$ cat config.mk
export PLATFORM = sky130hd
export DESIGN_NAME = mem_port_arbiter
export DESIGN_NICKNAME = d
export VERILOG_FILES = /design/src/rtl/mem_port_arbiter_pkg.sv /design/src/rtl/mem_byte_seq.sv /design/src/rtl/mem_port_arbiter.sv
export SDC_FILE = /design/constraint.sdc
export NUM_CORES = 1
export LEC_CHECK = 0
export CAP_MARGIN = 30
export CORE_ASPECT_RATIO = 0.5
export CORE_MARGIN = 2
export CORE_UTILIZATION = 45
export DETAILED_ROUTE_END_ITERATION = 7
export PLACE_DENSITY = 0.79
export SYNTH_ARGS = -nofsm -noshare
export SYNTH_HDL_FRONTEND = slang
export SYNTH_HIERARCHICAL = 1
export SYNTH_SLANG_ARGS = --single-unit
$ cat constraint.sdc
create_clock -name clk -period 2.65 [get_ports clk]
set_input_delay 0.265 -clock clk [delete_from_list [all_inputs] [get_ports clk]]
set_output_delay 0.265 -clock clk [all_outputs]
set_load 0.03 [all_outputs]
$ cat src/rtl/mem_port_arbiter_pkg.sv
// Shared encodings for the memory port arbiter: FSM states, access width/type codes,
// requester ownership and the IO address window decode.
package mem_port_arbiter_pkg;

    typedef enum logic [1:0] {
        ST_IDLE = 2'd0,
        ST_RD   = 2'd1,
        ST_WR   = 2'd2
    } state_e;

    typedef enum logic [1:0] {
        MW_BYTE = 2'd0,
        MW_HALF = 2'd1,
        MW_WORD = 2'd2
    } mem_width_e;

    typedef enum logic {
        MT_LOAD  = 1'b0,
        MT_STORE = 1'b1
    } mem_type_e;

    typedef enum logic {
        OWN_IF  = 1'b0,
        OWN_LSB = 1'b1
    } owner_e;

    localparam logic [1:0] IO_ADDR_HI = 2'b11;

    // Width code 3 is unused by the LSB and treated as a word.
    function automatic logic [2:0] width_bytes(input logic [1:0] width);
        case (width)
            MW_BYTE: return 3'd1;
            MW_HALF: return 3'd2;
            default: return 3'd4;
        endcase
    endfunction

endpackage

$ cat src/rtl/mem_byte_seq.sv
// Byte sequencer: owns the byte counter, latched access, address/data muxing and
// little-endian assembly of read bytes for the memory port arbiter.
module mem_byte_seq
    import mem_port_arbiter_pkg::*;
(
    input  logic        clk,
    input  logic        rst,
    input  logic        i_en,
    input  logic        i_abort,
    input  logic        i_start,
    input  logic [31:0] i_addr,
    input  logic [31:0] i_wdata,
    input  logic [2:0]  i_nbytes,
    input  state_e      i_state,
    input  logic        i_hold,
    input  logic [7:0]  i_mem_din,
    output logic [31:0] o_mem_a,
    output logic [7:0]  o_mem_dout,
    output logic        o_rd_last,
    output logic        o_wr_last,
    output logic        o_io_target,
    output logic [31:0] o_rd_word
);

    logic [2:0]  r_cnt;
    logic [2:0]  r_nbytes;
    logic [31:0] r_base;
    logic [31:0] r_wdata;
    logic [31:0] r_word;
    logic [31:0] w_addr;
    logic [31:0] w_word;

    assign w_addr      = r_base + {29'd0, r_cnt};
    assign o_rd_last   = (i_state == ST_RD) && (r_cnt == r_nbytes);
    assign o_wr_last   = (i_state == ST_WR) && !i_hold && (r_cnt == r_nbytes - 3'd1);
    assign o_io_target = (r_base[17:16] == IO_ADDR_HI);
    assign o_rd_word   = w_word;

    assign o_mem_a = (((i_state == ST_RD) && (r_cnt < r_nbytes)) || (i_state == ST_WR))
                     ? w_addr : 32'd0;
    assign o_mem_dout = (i_state == ST_WR) ? r_wdata[{r_cnt[1:0], 3'b000} +: 8] : 8'd0;

    // mem_din carries the byte addressed in the previous cycle, i.e. byte cnt-1.
    always_comb begin
        w_word = r_word;
        for (int i = 0; i < 4; i++) begin
            if (r_cnt == 3'(i + 1)) w_word[8*i +: 8] = i_mem_din;
        end
    end

    always_ff @(posedge clk) begin
        if (rst) begin
            r_cnt    <= 3'd0;
            r_nbytes <= 3'd0;
            r_base   <= 32'd0;
            r_wdata  <= 32'd0;
            r_word   <= 32'd0;
        end else if (i_abort) begin
            r_cnt  <= 3'd0;
            r_word <= 32'd0;
        end else if (i_en) begin
            if (i_start) begin
                r_cnt    <= 3'd0;
                r_base   <= i_addr;
                r_wdata  <= i_wdata;
                r_nbytes <= i_nbytes;
                r_word   <= 32'd0;
            end else if (i_state == ST_RD) begin
                r_word <= w_word;
                r_cnt  <= o_rd_last ? 3'd0 : r_cnt + 3'd1;
            end else if ((i_state == ST_WR) && !i_hold) begin
                r_cnt <= o_wr_last ? 3'd0 : r_cnt + 3'd1;
            end
        end
    end

endmodule

$ cat src/rtl/mem_port_arbiter.sv
// Arbitrates the byte-wide RAM/IO port between instruction fetch and the load/store buffer.
// Optional IF anti-starvation aging is enabled by defining ARB_AGING_EN.
module mem_port_arbiter
    import mem_port_arbiter_pkg::*;
#(
    parameter int IF_STARVE_MAX = 4
)(
    input  logic        clk,
    input  logic        rst,
    input  logic        rdy,
    input  logic        jump_wrong,
    input  logic        io_buffer_full,
    input  logic [7:0]  mem_din,
    output logic [7:0]  mem_dout,
    output logic [31:0] mem_a,
    output logic        mem_wr,
    input  logic        if_req,
    input  logic [31:0] if_addr,
    output logic        if_done,
    output logic [31:0] if_data,
    input  logic        lsb_req,
    input  logic        lsb_type,
    input  logic [1:0]  lsb_width,
    input  logic [31:0] lsb_addr,
    input  logic [31:0] lsb_wdata,
    output logic        lsb_done,
    output logic [31:0] lsb_rdata
);

    state_e      r_state;
    state_e      w_next_state;
    owner_e      r_owner;
    logic        r_if_done;
    logic        r_lsb_done;
    logic [31:0] r_if_data;
    logic [31:0] r_lsb_rdata;

    logic        w_grant_if;
    logic        w_grant_lsb;
    logic        w_finish;
    logic        w_abort;
    logic        w_hold;
    logic        w_age_force;
    logic        w_rd_last;
    logic        w_wr_last;
    logic        w_io_target;
    logic [31:0] w_rd_word;
    logic [31:0] w_start_addr;
    logic [2:0]  w_start_nbytes;

    assign w_abort        = jump_wrong && (r_state == ST_RD);
    assign w_hold         = w_io_target && io_buffer_full;
    assign w_start_addr   = w_grant_lsb ? lsb_addr : if_addr;
    assign w_start_nbytes = w_grant_lsb ? width_bytes(lsb_width) : 3'd4;

    assign mem_wr    = (r_state == ST_WR) && rdy && !w_hold;
    assign if_done   = r_if_done;
    assign lsb_done  = r_lsb_done;
    assign if_data   = r_if_data;
    assign lsb_rdata = r_lsb_rdata;

    mem_byte_seq u_seq (
        .clk         (clk),
        .rst         (rst),
        .i_en        (rdy),
        .i_abort     (w_abort),
        .i_start     (w_grant_if || w_grant_lsb),
        .i_addr      (w_start_addr),
        .i_wdata     (lsb_wdata),
        .i_nbytes    (w_start_nbytes),
        .i_state     (r_state),
        .i_hold      (w_hold),
        .i_mem_din   (mem_din),
        .o_mem_a     (mem_a),
        .o_mem_dout  (mem_dout),
        .o_rd_last   (w_rd_last),
        .o_wr_last   (w_wr_last),
        .o_io_target (w_io_target),
        .o_rd_word   (w_rd_word)
    );

    // NOTE: every signal written here gets a default first so no path leaves it unassigned (no latch).
    always_comb begin
        w_next_state = r_state;
        w_grant_if   = 1'b0;
        w_grant_lsb  = 1'b0;
        w_finish     = 1'b0;
        case (r_state)
            ST_IDLE: begin
                // A done pulse means the finishing requester may still hold req high.
                if (rdy && !r_if_done && !r_lsb_done) begin
                    if (jump_wrong)                 w_grant_lsb = lsb_req && (lsb_type == MT_STORE);
                    else if (w_age_force && if_req) w_grant_if  = 1'b1;
                    else if (lsb_req)               w_grant_lsb = 1'b1;
                    else if (if_req)                w_grant_if  = 1'b1;
                    if (w_grant_lsb)     w_next_state = (lsb_type == MT_STORE) ? ST_WR : ST_RD;
                    else if (w_grant_if) w_next_state = ST_RD;
                end
            end
            ST_RD: begin
                if (jump_wrong) begin
                    w_next_state = ST_IDLE;
                end else if (rdy && w_rd_last) begin
                    w_next_state = ST_IDLE;
                    w_finish     = 1'b1;
                end
            end
            ST_WR: begin
                if (rdy && w_wr_last) begin
                    w_next_state = ST_IDLE;
                    w_finish     = 1'b1;
                end
            end
            default: w_next_state = ST_IDLE;
        endcase
    end

    // NOTE: state is updated with non-blocking assignments so all registers sample the same edge.
    always_ff @(posedge clk) begin
        if (rst) begin
            r_state     <= ST_IDLE;
            r_owner     <= OWN_IF;
            r_if_done   <= 1'b0;
            r_lsb_done  <= 1'b0;
            r_if_data   <= 32'd0;
            r_lsb_rdata <= 32'd0;
        end else begin
            if (rdy || w_abort) r_state <= w_next_state;
            if (rdy) begin
                r_if_done  <= w_finish && (r_owner == OWN_IF);
                r_lsb_done <= w_finish && (r_owner == OWN_LSB);
                if (w_grant_if || w_grant_lsb) r_owner <= w_grant_lsb ? OWN_LSB : OWN_IF;
                if (w_finish && (r_state == ST_RD)) begin
                    if (r_owner == OWN_IF) r_if_data   <= w_rd_word;
                    else                   r_lsb_rdata <= w_rd_word;
                end
            end
        end
    end

`ifdef ARB_AGING_EN
    localparam logic [7:0] STARVE_LIM = 8'(IF_STARVE_MAX);
    logic [7:0] r_starve;

    always_ff @(posedge clk) begin
        if (rst) begin
            r_starve <= 8'd0;
        end else if (w_grant_if) begin
            r_starve <= 8'd0;
        end else if (w_grant_lsb && if_req && (r_starve < STARVE_LIM)) begin
            r_starve <= r_starve + 8'd1;
        end
    end

    assign w_age_force = (r_starve >= STARVE_LIM);
`else
    localparam int unused_if_starve_max = IF_STARVE_MAX;
    assign w_age_force = 1'b0;
`endif

endmodule

==> summary.txt <==
Outcome
  • Status: finished with violations
  • Failing checks: setup timing

Floorplanning
  • Initial core utilization: 45.5%
  • # rows: 36
  • Die width: 202 um
  • Die area: 0.0207 mm^2
  • Placeable core area: 0.0193 mm^2
  • I/O pin count: 221
  • Die Ht: 103 um

Power and ir drop
  • Sw Ratio: 26.2%
  • Peak VDD IR: 0.449 mV
  • Overall power: 5710 uW
  • Leakage: 0.00447 uW
  • PD cells: 460 mW/mm^2
  • Clock share of power: 41.8%
  • Combinational share of power: 11.7%
  • Total internal power: 4210 uW
  • Psw: 1500 uW
  • Flop pwr share: 46.5%

Place
  • GPL Wtd Cong: 0.900
  • Post-DP HPWL: 17.5 mm
  • Placed Area: 0.0112 mm^2
  • Port buffer count: 220
  • Cell count after placement: 1,510

Timing
  • Crit share post-route: 105%
  • Min Tclk post-route: 2.79 ns
  • Final max-slew violation count: 0
  • Final setup fails: 12
  • Worst Slack Setup Final: -0.142 ns
  • Clock skew: 0.0108 ns
  • Final Hold Fails: 0
  • Slew of the pin with the lowest slew margin: 0.727 ns
  • Slew HR: 51.5%
  • Fmax: 358 MHz
  • RSZ-0062 raised after global routing: yes

Clocking
  • TritonCTS clock tree: built
  • CTS buffer count: 17
  • CTS Root Cell: clkbuf_16
  • Clk sinks: 171
  • Hold buffers post-CTS: 0
  • # H-tree levels: 4
  • Max Root-Sink Buffers: 2
  • Worst skew pair latency: 0.43 ns
  • Reg clk slew, reported paths: 0.07 ns

Routing
  • Initial DRC Count: 585
  • Vias per inst: 5.44
  • DR DRC count: 0
  • Post-Route WL: 26.4 mm
  • Vias: 8,539
  • Pre-antenna DRT Iters: 5
  • WL/cell: 16.8 um
  • Antenna-violating nets left: 0

Synthesis
  • Synth Area in Simple Gates: 24.3%
  • Synth async-reset ratio: 0%
  • Synth unique cells: 60
  • Area share of fa/ha/maj cells after synthesis: 2.36%
  • Compound-Gate Fraction of Synth Area: 16.0%
  • Multiplexer share of the synthesized area: 11.4%
  • Synthesized area: 0.00879 mm^2
  • Synth warn: 6
  • Sequential-to-total area share from yosys stat: 38.9%
  • XOR/XNOR Fraction of Synth Area: 1.25%
  • Largest family of logic cells by synthesized area: simple AND/OR/NAND/NOR gates
  • Synth Instances: 1,075
  • Mapped Nets: 1,205
  • #FFs+latches synth: 171
  • EDFF count, synth: 0
  • Post-Syn Area per Cell: 8.18 um^2
  • Main synth FF type: dfxtp_1

Layout
  • Layout cells sized above 1: 21.6%
  • Commonest non-fill, non-tap cells in the layout: 313 x nand2_1, 181 x clkdlybuf4s50_1, 175 x a21oi_1
  • Final Instance Count excl. Fillers: 1,570
  • Design Area, Final: 0.0124 mm^2
  • Layout area overhead: 41.1%
  • Commonest non-fill, non-tap cell in the layout: nand2_1
  • Fin nets: 1,420

GRT
  • First-pass GRT wire length: 40.0 mm
  • Largest net degree at the start of global routing: 71
  • Remaining Overflow, GRT: 0
  • Vias in the first global route: 8,081
  • Gr usage total: 24.1%
  • Antenna violations before repair: 1

Hold path
  • Hold Path Class: input pin to flop
  • Min-delay src: rst

Worst setup path
  • Crit. Startpoint: u_seq/r_base[0]$_SDFFE_PP0P_
  • Crit start category: flop
  • CP arrival: 2.53 ns
  • Critical-path maximum fanout: 5
  • Crit Reg-Reg Startpoint: u_seq/r_cnt[0]$_SDFFE_PP0P_
  • Worst Path Class, Setup: flop to output port
  • Critical Path Sink Type: output port
  • CP required: 2.38 ns

Run
  • Max-Cap Viols: 0
==> state kept, by name, summed over array words and instances (netlist names) <==
signal / count
lsb_rdata: 32
r_state: 2
u_seq/r_nbytes: 3
r_owner: 1
u_seq/r_wdata: 32
if_done: 1
u_seq/r_cnt: 3
u_seq/r_word: 32
if_data: 32
u_seq/r_base: 32
lsb_done: 1
==> final cells by class <==
type	instances	area [um^2]
clock inverter	14	124
sequential	171	3430
tap	266	333
multi-input combinational	807	5250
timing repair buffer	274	2760
inverter	19	75.1
antenna	1	2.50
fill	1623	6920
clock buffer	18	429
==> power groups by stage <==
stage | Clock (uW) | Sequential, uW | Combinational [uW]
global route | 2540 | 2660 | 713
floorplan | 0 | 2700 | 347
detailed placement | 0 | 2710 | 618
finish | 2390 | 2650 | 666
CTS | 2430 | 2650 | 627
global placement | 0 | 2700 | 606
==> repair_timing <==
item	CTS	global route
gates resized for setup	45	44
pin swaps	19	11
gates cloned	3	3
buffers inserted	9	12
endpoints found under the hold margin	0	0
setup endpoints to repair	32	62
==> synthesized netlist by cell type (4+ instances only) <==
library cell	n	share of area [%]
nand2_1	313	13
a21oi_1	192	11
dfxtp_1	171	39
clkbuf_1	51	2.2
mux2_4	30	5.1
mux2_2	26	3.3
nor2_1	25	1.1
inv_1	19	0.81
o31ai_1	19	1.6
or4_1	19	1.6
nor2b_1	18	1.3
or3b_2	16	1.6
ha_1	15	2.1
nand3_1	15	0.85
buf_2	14	0.80
nand4b_1	11	1.1
nand4_1	10	0.71
a21bo_2	8	0.91
mux2i_1	8	0.91
mux4_2	8	2.0
buf_6	7	0.90
xnor2_1	6	0.60
buf_1	5	0.21
o21ai_0	5	0.28
a21o_1	4	0.34
nand2b_1	4	0.28
xor2_1	4	0.40
==> per-layer routing <==
| metal | vias to the layer above | routed length [um] | global-route usage, % |
|---|---|---|---|
| li1 | 4138 | - | - |
| met1 | 4100 | 11700 | 29.9 |
| met2 | 262 | 13100 | 43.5 |
| met3 | 39 | 1320 | 4.11 |
| met4 | 0 | 370 | 7.58 |
| met5 | - | 0 | 0 |
==> kinds of logic after synthesis <==
group | after synthesis
xor+xnor | 11
fa+ha+maj | 16
buf+inv | 101
flops | 171
compound gates | 248
simple gates | 456
mux | 72
==> critical path, stage by stage, from the launching register on <==
cell      delay (ns)
dfxtp_2         0.37
ha_4            0.16
inv_2           0.04
fa_2            0.38
nor2b_4         0.18
o211ai_1        0.21
or4_4           0.49
a21oi_4         0.14
buf_6           0.14
==> final timing paths <==
check | end | slack, ns | depth (start not counted)
setup / recovery | mem_a[22] | -0.14 | 8
hold / removal | lsb_done$_SDFFE_PP0P_ | 0.36 | 2
setup reg to reg | u_seq/r_word[9]$_SDFFE_PP0P_ | 0.30 | 9
hold reg to reg | u_seq/r_word[12]$_SDFFE_PP0P_ | 0.45 | 2
==> metrics by stage <==
step | util [%] | hold WS (ns) | setup TNS, ns | setup WS, ns
after floorplan | - | 0.401 | 0 | 0.0162
after global placement | 58.2 | 0.435 | 0 | 0.168
after detailed placement | 58.2 | 0.441 | 0 | 0.0878
after CTS | 62.4 | 0.363 | -0.654 | -0.115
after global routing | 64.2 | 0.391 | -1.75 | -0.201
final | 64.2 | 0.356 | -0.996 | -0.142
(Power assumes the default switching activity.)
